File: src/rtl/au_pkg.sv
// Shared types and sizing for the arithmetic-unit sequencer.
// Holds the opcode and FSM state encodings plus the datapath width and iteration count.
package au_pkg;

  localparam int AU_W    = 32;
  localparam int AU_ITER = 32;

  typedef enum logic [1:0] {
    OP_ADD  = 2'b00,
    OP_SUB  = 2'b01,
    OP_MULT = 2'b10,
    OP_DIV  = 2'b11
  } au_op_e;

  typedef enum logic [1:0] {
    ST_IDLE = 2'b00,
    ST_EXEC = 2'b01,
    ST_DONE = 2'b10
  } au_state_e;

endpackage

File: src/rtl/au_rr_arbiter.sv
// Two-way round-robin arbiter: grant is combinational and gated by en,
// the last-granted index is remembered so a tie goes to the other requester.
module au_rr_arbiter (
  input  logic       clk,
  input  logic       rst,
  input  logic [1:0] req_valid,
  input  logic       en,
  output logic [1:0] grant
);

  logic last_q, last_d;
  logic [1:0] raw;

  always_comb begin
    raw = req_valid;
    if (req_valid == 2'b11) raw = last_q ? 2'b01 : 2'b10;
    grant  = en ? raw : 2'b00;
    last_d = last_q;
    if (grant != 2'b00) last_d = grant[1];
  end

  always_ff @(posedge clk) begin
    if (rst) last_q <= 1'b1;
    else     last_q <= last_d;
  end

endmodule

File: src/rtl/au_sequencer.sv
// Arithmetic-unit sequencer: arbitrates two requesters, runs ADD/SUB in one cycle and
// unsigned MULT/DIV iteratively, then holds the response until the consumer takes it.
//
// state   | meaning
// IDLE    | waiting for a granted request; req_ready follows the arbiter
// EXEC    | operands captured; one cycle for ADD/SUB/short-circuits, 32 for MULT/DIV
// DONE    | response presented and held until rsp_valid & rsp_ready
module au_sequencer
  import au_pkg::*;
(
  input  logic        clk,
  input  logic        rst,
  input  logic [1:0]  req_valid,
  output logic [1:0]  req_ready,
  input  logic [31:0] req_a0,
  input  logic [31:0] req_b0,
  input  logic [31:0] req_a1,
  input  logic [31:0] req_b1,
  input  logic [1:0]  req_op0,
  input  logic [1:0]  req_op1,
  output logic        rsp_valid,
  input  logic        rsp_ready,
  output logic        rsp_id,
  output logic [31:0] s,
  output logic [31:0] hi,
  output logic [31:0] lo,
  output logic        zero,
  output logic        err
);

  localparam logic [4:0] CNT_LAST = 5'(AU_ITER - 1);

  au_state_e       state_q, state_d;
  au_op_e          op_q, op_d;
  logic [4:0]      cnt_q, cnt_d;
  logic [AU_W-1:0] a_q, a_d, b_q, b_d, wh_q, wh_d, wl_q, wl_d;
  logic [AU_W-1:0] s_q, s_d, hi_q, hi_d, lo_q, lo_d;
  logic            id_q, id_d, rsp_valid_q, rsp_valid_d, rsp_id_q, rsp_id_d;
  logic            zero_q, zero_d, err_q, err_d;

  logic [1:0]      grant;
  logic            sel_id;
  logic [AU_W-1:0] sel_a, sel_b, addsub;
  au_op_e          sel_op;
  logic [AU_W:0]   mul_sum, div_shift;
  logic [AU_W-1:0] mul_hi, mul_lo, div_hi, div_lo, div_sub;
  logic            div_ge;

  au_rr_arbiter u_arb (
    .clk       (clk),
    .rst       (rst),
    .req_valid (req_valid),
    .en        ((state_q == ST_IDLE) && !rst),
    .grant     (grant)
  );

  assign req_ready = grant;
  assign sel_id    = grant[1];
  assign sel_a     = sel_id ? req_a1 : req_a0;
  assign sel_b     = sel_id ? req_b1 : req_b0;
  assign sel_op    = sel_id ? au_op_e'(req_op1) : au_op_e'(req_op0);

  // Shift-add step: {wh,wl} shifts right with the carry out of the partial sum.
  assign mul_sum = {1'b0, wh_q} + (wl_q[0] ? {1'b0, a_q} : '0);
  assign mul_hi  = mul_sum[AU_W:1];
  assign mul_lo  = {mul_sum[0], wl_q[AU_W-1:1]};

  // Restoring step: remainder in wh, dividend shifts out of wl as quotient bits shift in.
  assign div_shift = {wh_q, wl_q[AU_W-1]};
  assign div_ge    = div_shift >= {1'b0, b_q};
  assign div_sub   = div_shift[AU_W-1:0] - b_q;
  assign div_hi    = div_ge ? div_sub : div_shift[AU_W-1:0];
  assign div_lo    = {wl_q[AU_W-2:0], div_ge};

  assign addsub = (op_q == OP_SUB) ? (a_q + ~b_q + 32'd1) : (a_q + b_q);

  always_comb begin
    state_d     = state_q;
    op_d        = op_q;
    cnt_d       = cnt_q;
    a_d         = a_q;
    b_d         = b_q;
    wh_d        = wh_q;
    wl_d        = wl_q;
    id_d        = id_q;
    rsp_valid_d = rsp_valid_q;
    rsp_id_d    = rsp_id_q;
    s_d         = s_q;
    hi_d        = hi_q;
    lo_d        = lo_q;
    zero_d      = zero_q;
    err_d       = err_q;
    case (state_q)
      ST_IDLE: begin
        if (grant != 2'b00) begin
          a_d     = sel_a;
          b_d     = sel_b;
          op_d    = sel_op;
          id_d    = sel_id;
          wh_d    = '0;
          wl_d    = (sel_op == OP_DIV) ? sel_a : sel_b;
          cnt_d   = '0;
          state_d = ST_EXEC;
        end
      end
      ST_EXEC: begin
        case (op_q)
          OP_ADD, OP_SUB: begin
            state_d = ST_DONE;
            s_d     = addsub;
            hi_d    = '0;
            lo_d    = '0;
            zero_d  = (addsub == '0);
            err_d   = 1'b0;
          end
          OP_MULT: begin
            if (a_q == '0 || b_q == '0) begin
              state_d = ST_DONE;
              s_d     = '0;
              hi_d    = '0;
              lo_d    = '0;
              zero_d  = 1'b1;
              err_d   = 1'b0;
            end else begin
              wh_d  = mul_hi;
              wl_d  = mul_lo;
              cnt_d = cnt_q + 5'd1;
              if (cnt_q == CNT_LAST) begin
                state_d = ST_DONE;
                s_d     = '0;
                hi_d    = mul_hi;
                lo_d    = mul_lo;
                zero_d  = ({mul_hi, mul_lo} == '0);
                err_d   = 1'b0;
              end
            end
          end
          default: begin
            if (b_q == '0) begin
              state_d = ST_DONE;
              s_d     = '0;
              hi_d    = a_q;
              lo_d    = '1;
              zero_d  = 1'b0;
              err_d   = 1'b1;
            end else begin
              wh_d  = div_hi;
              wl_d  = div_lo;
              cnt_d = cnt_q + 5'd1;
              if (cnt_q == CNT_LAST) begin
                state_d = ST_DONE;
                s_d     = '0;
                hi_d    = div_hi;
                lo_d    = div_lo;
                zero_d  = (div_lo == '0);
                err_d   = 1'b0;
              end
            end
          end
        endcase
        if (state_d == ST_DONE) begin
          rsp_valid_d = 1'b1;
          rsp_id_d    = id_q;
        end
      end
      ST_DONE: begin
        if (rsp_ready) begin
          state_d     = ST_IDLE;
          rsp_valid_d = 1'b0;
        end
      end
      default: state_d = ST_IDLE;
    endcase
  end

  always_ff @(posedge clk) begin
    if (rst) begin
      state_q     <= ST_IDLE;
      op_q        <= OP_ADD;
      cnt_q       <= '0;
      a_q         <= '0;
      b_q         <= '0;
      wh_q        <= '0;
      wl_q        <= '0;
      id_q        <= 1'b0;
      rsp_valid_q <= 1'b0;
      rsp_id_q    <= 1'b0;
      s_q         <= '0;
      hi_q        <= '0;
      lo_q        <= '0;
      zero_q      <= 1'b0;
      err_q       <= 1'b0;
    end else begin
      state_q     <= state_d;
      op_q        <= op_d;
      cnt_q       <= cnt_d;
      a_q         <= a_d;
      b_q         <= b_d;
      wh_q        <= wh_d;
      wl_q        <= wl_d;
      id_q        <= id_d;
      rsp_valid_q <= rsp_valid_d;
      rsp_id_q    <= rsp_id_d;
      s_q         <= s_d;
      hi_q        <= hi_d;
      lo_q        <= lo_d;
      zero_q      <= zero_d;
      err_q       <= err_d;
    end
  end

  assign rsp_valid = rsp_valid_q;
  assign rsp_id    = rsp_id_q;
  assign s         = s_q;
  assign hi        = hi_q;
  assign lo        = lo_q;
  assign zero      = zero_q;
  assign err       = err_q;

endmodule
File: config.mk
export PLATFORM = sky130hd
export DESIGN_NAME = au_sequencer
export DESIGN_NICKNAME = d
export VERILOG_FILES = /design/src/rtl/au_pkg.sv /design/src/rtl/au_rr_arbiter.sv /design/src/rtl/au_sequencer.sv
export SDC_FILE = /design/constraint.sdc
export NUM_CORES = 1
export LEC_CHECK = 0
export ABC_CLOCK_PERIOD_IN_PS = 4400
export CORE_AREA = 3 3 260 160
export CTS_BUF_LIST = sky130_fd_sc_hd__clkbuf_8
export CTS_CLUSTER_SIZE = 25
export DETAILED_ROUTE_END_ITERATION = 16
export DIE_AREA = 0 0 263 163
export GPL_ROUTABILITY_DRIVEN = 0
export PLACE_DENSITY_LB_ADDON = 0.08
export SLEW_MARGIN = 25
export SYNTH_ARGS = -nofsm -noshare
export SYNTH_HDL_FRONTEND = slang
export SYNTH_SLANG_ARGS = --single-unit
File: constraint.sdc
create_clock -name clk -period 4.4 [get_ports clk]
set_input_delay 0.88 -clock clk [delete_from_list [all_inputs] [get_ports clk]]
set_output_delay 0.88 -clock clk [all_outputs]
set_load 0.05 [all_outputs]
==> flow_summary_export.csv <==
group,metric,value,unit
global_route,grt_pass1_vias,20300,
finish,syn2layout_area_growth,19.8,%
finish,fin_util,0.601,
floorplan,pin_count,239,
sta,hold_viol,0,
logic_synthesis,ys.warnings.count,0,
critical_path,crit_required,4.95,ns
critical_path,r2r_start,"b_q[2]",
placement,port_buffers,238,
pwr,pwr-share-clk,0.307,
cts,numCtsBuffers,40,
pwr,totalPowerFinal,0.00787,W
worst_hold_path,hold_path_class,"register to register",
pwr,p_comb_frac,0.365,
cts,clk_latency,0.61,ns
routing,vias,22500,
logic_synthesis,synth.avg_cell_area,7.08,sq um
routing,finalWirelength,78.6,mm
logic_synthesis,postSynthCellCount,2769,
sta,setup_tns,0,ns
logic_synthesis,synth_top_area_cell,"dfxtp_1",
worst_hold_path,min_to,"id_q",
cts,post_cts_buffers,0,
pwr,leakage,9.66,nW
logic_synthesis,yosys.area.top_type_share,0.244,
finish,final_cell_area,23500,sq um
global_route,grt_overflow,0,
logic_synthesis,async_flop_share,0,
pwr,p_int,0.00472,W
sta,whs,0.455,ns
pwr,power_density,335,nW/um^2
floorplan,fp-row-count,56,
placement,place_area,22500,sq um
critical_path,rr_endpoint,"zero",
critical_path,critical-path-top-delay-family,"simple AND/OR/NAND/NOR gates",
cts,path_clk_slew,0.07,ns
sta,grt_setup_unrepaired,"false",
run_status,status,"finished clean",
routing,drt-pass1-iter-count,6,
critical_path,slowest_delay,0.46,ns
floorplan,die_y,163,microns
worst_hold_path,hold_start,"id_q",
global_route,grtUsageTotal,0.349,
placement,hpwlAfterDp,60.4,mm
finish,finalNetCount,3185,
logic_synthesis,synth_edf_count,0,
routing,viasPerCell,6.50,
sta,tightest_slew,1.05,ns
sta,finalClockSkew,0.0320,ns
cts,clkSinkCount,239,
cts,htree_levels,2,
logic_synthesis,syn_area,19600,sq um
finish,drive_gt1_frac,0.0648,
logic_synthesis,ys_types,89,
critical_path,worstSetupPathType,"register to register",
critical_path,end_kind,"register",
logic_synthesis,synth_nets,3038,
pwr,switchingPower,0.00315,W
critical_path,worst-path-buf-inv,1,
sta,slew_headroom,0.296,
floorplan,start_util,0.502,
floorplan,core_area,39100,sq um
cts,cts_tree,"done",
pwr,vdd_drop_max,0.247,mV
critical_path,path_cells,"inv_1, ha_1, nand2b_1, a221oi_1, nor4_1, or3_1, a21oi_1, a211oi_1, nor4_1, o211ai_1, xor2_1, nor4_2, a21o_1",
sta,fin_crit_sh,0.971,
global_route,grt_pass1_wl,119,mm
routing,drtAntennaViolNets,0,
floorplan,die_w,263,microns
global_route,antenna_found_initial,2,
critical_path,arrival,4.82,ns
finish,diodes,0,
global_route,grt_max_degree,208,
pwr,pwr-share-seq,0.328,
routing,drt_drc_violations_left,0,
critical_path,slowest_stage,"or3_1",
logic_synthesis,synth_area_leaders,"dfxtp_1 (24%), nand2_1 (8.8%), ha_1 (8.2%)",
critical_path,r2r_setup_slack,0.13,ns
routing,wl_per_cell,22.7,microns
sta,period_needed,4.27,ns
logic_synthesis,ys.flop_type,"dfxtp_1",
sta,max_freq,234,MHz
worst_hold_path,hold_depth,2,
critical_path,critPathMaxFanout,9,
critical_path,critPathLaunchType,"register",
logic_synthesis,yosysSeqAreaShare,0.244,
flow_run,max_cap_violations,0,
routing,drt_iter0_markers,3276,
floorplan,die-area,42900,sq um
cts,clockRootBuffer,"clkbuf_8",
cts,clock_path_buffers,3,
pwr,p_sw_frac,0.400,
critical_path,ff2ff_path_depth,13,
sta,finalSetupViolCount,0,
critical_path,crit_top_cell,"nor4_1",
sta,slew_viol_final,0,
logic_synthesis,ys_ff_latch,239,
worst register-to-register path: cells and delay by family (launching register included):
kind / cells / cell delay [ns]
and+or+nand+nor: 5 / 1.72
AOI/OAI and AO/OA: 5 / 1.34
DFF: 1 / 0.43
adders and majority gates: 1 / 0.43
xor gates and xnor gates: 1 / 0.22
buffers and inverters: 1 / 0.11
cells in the final DEF, fill, tap and decap left out, types with 54 or more instances in the layout:
cell             count
a211oi_1            58
a21o_1              54
a21oi_1            203
a311oi_1           100
buf_4               67
clkdlybuf4s50_1    236
dfxtp_1            239
ha_1               128
inv_1               81
nand2_1            458
nor2_1             334
nor3_1              80
o21ai_0             97
flip-flops by register name, summed over array words and instances, names as in the netlist:
name	flops
cnt_q	5
id_q	1
b_q	32
a_q	32
err	1
s	32
state_q	2
hi	32
wh_q	32
wl_q	32
op_q	2
u_arb.last_q	1
lo	32
rsp_valid	1
rsp_id	1
zero	1
routing by layer:
layer	routed length, microns	track usage	part of all wire
met5	0	0	0
met4	3930	0.151	0.050
met3	9330	0.0918	0.12
met2	31200	0.493	0.40
met1	34200	0.497	0.43
cells in the mapped netlist (6+ instances only):
master	n
nand3_1	42
a221oi_1	16
o21ai_1	18
nor3b_1	9
a211oi_1	58
and3_1	52
o211ai_1	19
ha_1	128
o221a_2	6
a32oi_1	8
o221a_1	11
o21bai_1	19
nor2b_1	15
o21a_1	29
buf_2	7
or3_1	23
xnor2_1	41
a22oi_1	26
a41oi_1	6
buf_1	15
nand2_1	460
o21ai_0	98
nor2_1	338
clkbuf_1	178
o31a_1	9
nand4_1	22
nor4_1	34
o31ai_1	13
a32o_1	13
xor2_1	31
nand2b_1	17
a31oi_1	45
a21oi_1	204
and2_1	45
dfxtp_1	239
nor3_1	81
mux2i_1	36
a21o_1	54
inv_1	78
a311oi_1	100
cells by family (layout without fill, tap and decap cells):
| group | Yosys count | count (layout) | share of synthesized area |
|---|---|---|---|
| flops | 239 | 239 | 0.244 |
| simple gates | 1174 | 1174 | 0.269 |
| fa+ha+maj | 132 | 132 | 0.0857 |
| compound gates | 825 | 825 | 0.292 |
| xor+xnor | 72 | 72 | 0.0321 |
| mux | 42 | 42 | 0.0218 |
| buf+inv | 285 | 462 | 0.0556 |
stage by stage:
stage	setup WS, ns	std cells
5_1_grt	0.0135	3468
3_5_place_dp	0.332	3396
3_3_place_gp	0.445	3396
2_1_floorplan	0.918	2769
6_report	0.125	3468
4_1_cts	0.317	3468
timing repair:
action                     CTS  global route
hold buffers                 0             0
resized for setup            0             2
setup endpoints to repair    0             2
how the worst max path moves through the flow:
stage	start	end	slack, ns	cells past startpoint
detailed placement	b_q[2]	zero	0.33	13
global route	b_q[10]	hi[1]	0.01	14
global placement	b_q[0]	zero	0.45	15
floorplan	wl_q[0]	zero	0.92	15
CTS	b_q[2]	zero	0.32	13
finish	b_q[2]	zero	0.13	13
power groups by stage:
stage | Sequential (W) | Clock (W) | Combinational, W
2_1_floorplan | 0.00274 | 0 | 0.00164
3_3_place_gp | 0.00261 | 0 | 0.00274
4_1_cts | 0.00256 | 0.00243 | 0.00279
6_report | 0.00258 | 0.00242 | 0.00287
3_5_place_dp | 0.00261 | 0 | 0.00278
5_1_grt | 0.00259 | 0.00254 | 0.00307
final cells by class:
| type | count | area [sq um] |
|---|---|---|
| clock buffers | 51 | 702 |
| clock inverters | 21 | 260 |
| fillers | 3612 | 15600 |
| inverters | 83 | 312 |
| multi-input cells | 2245 | 13900 |
| flip-flops and latches | 239 | 4780 |
| well taps | 522 | 653 |
| repair buffers | 307 | 2940 |
No activity file was read; power rests on OpenSTA's default activity.
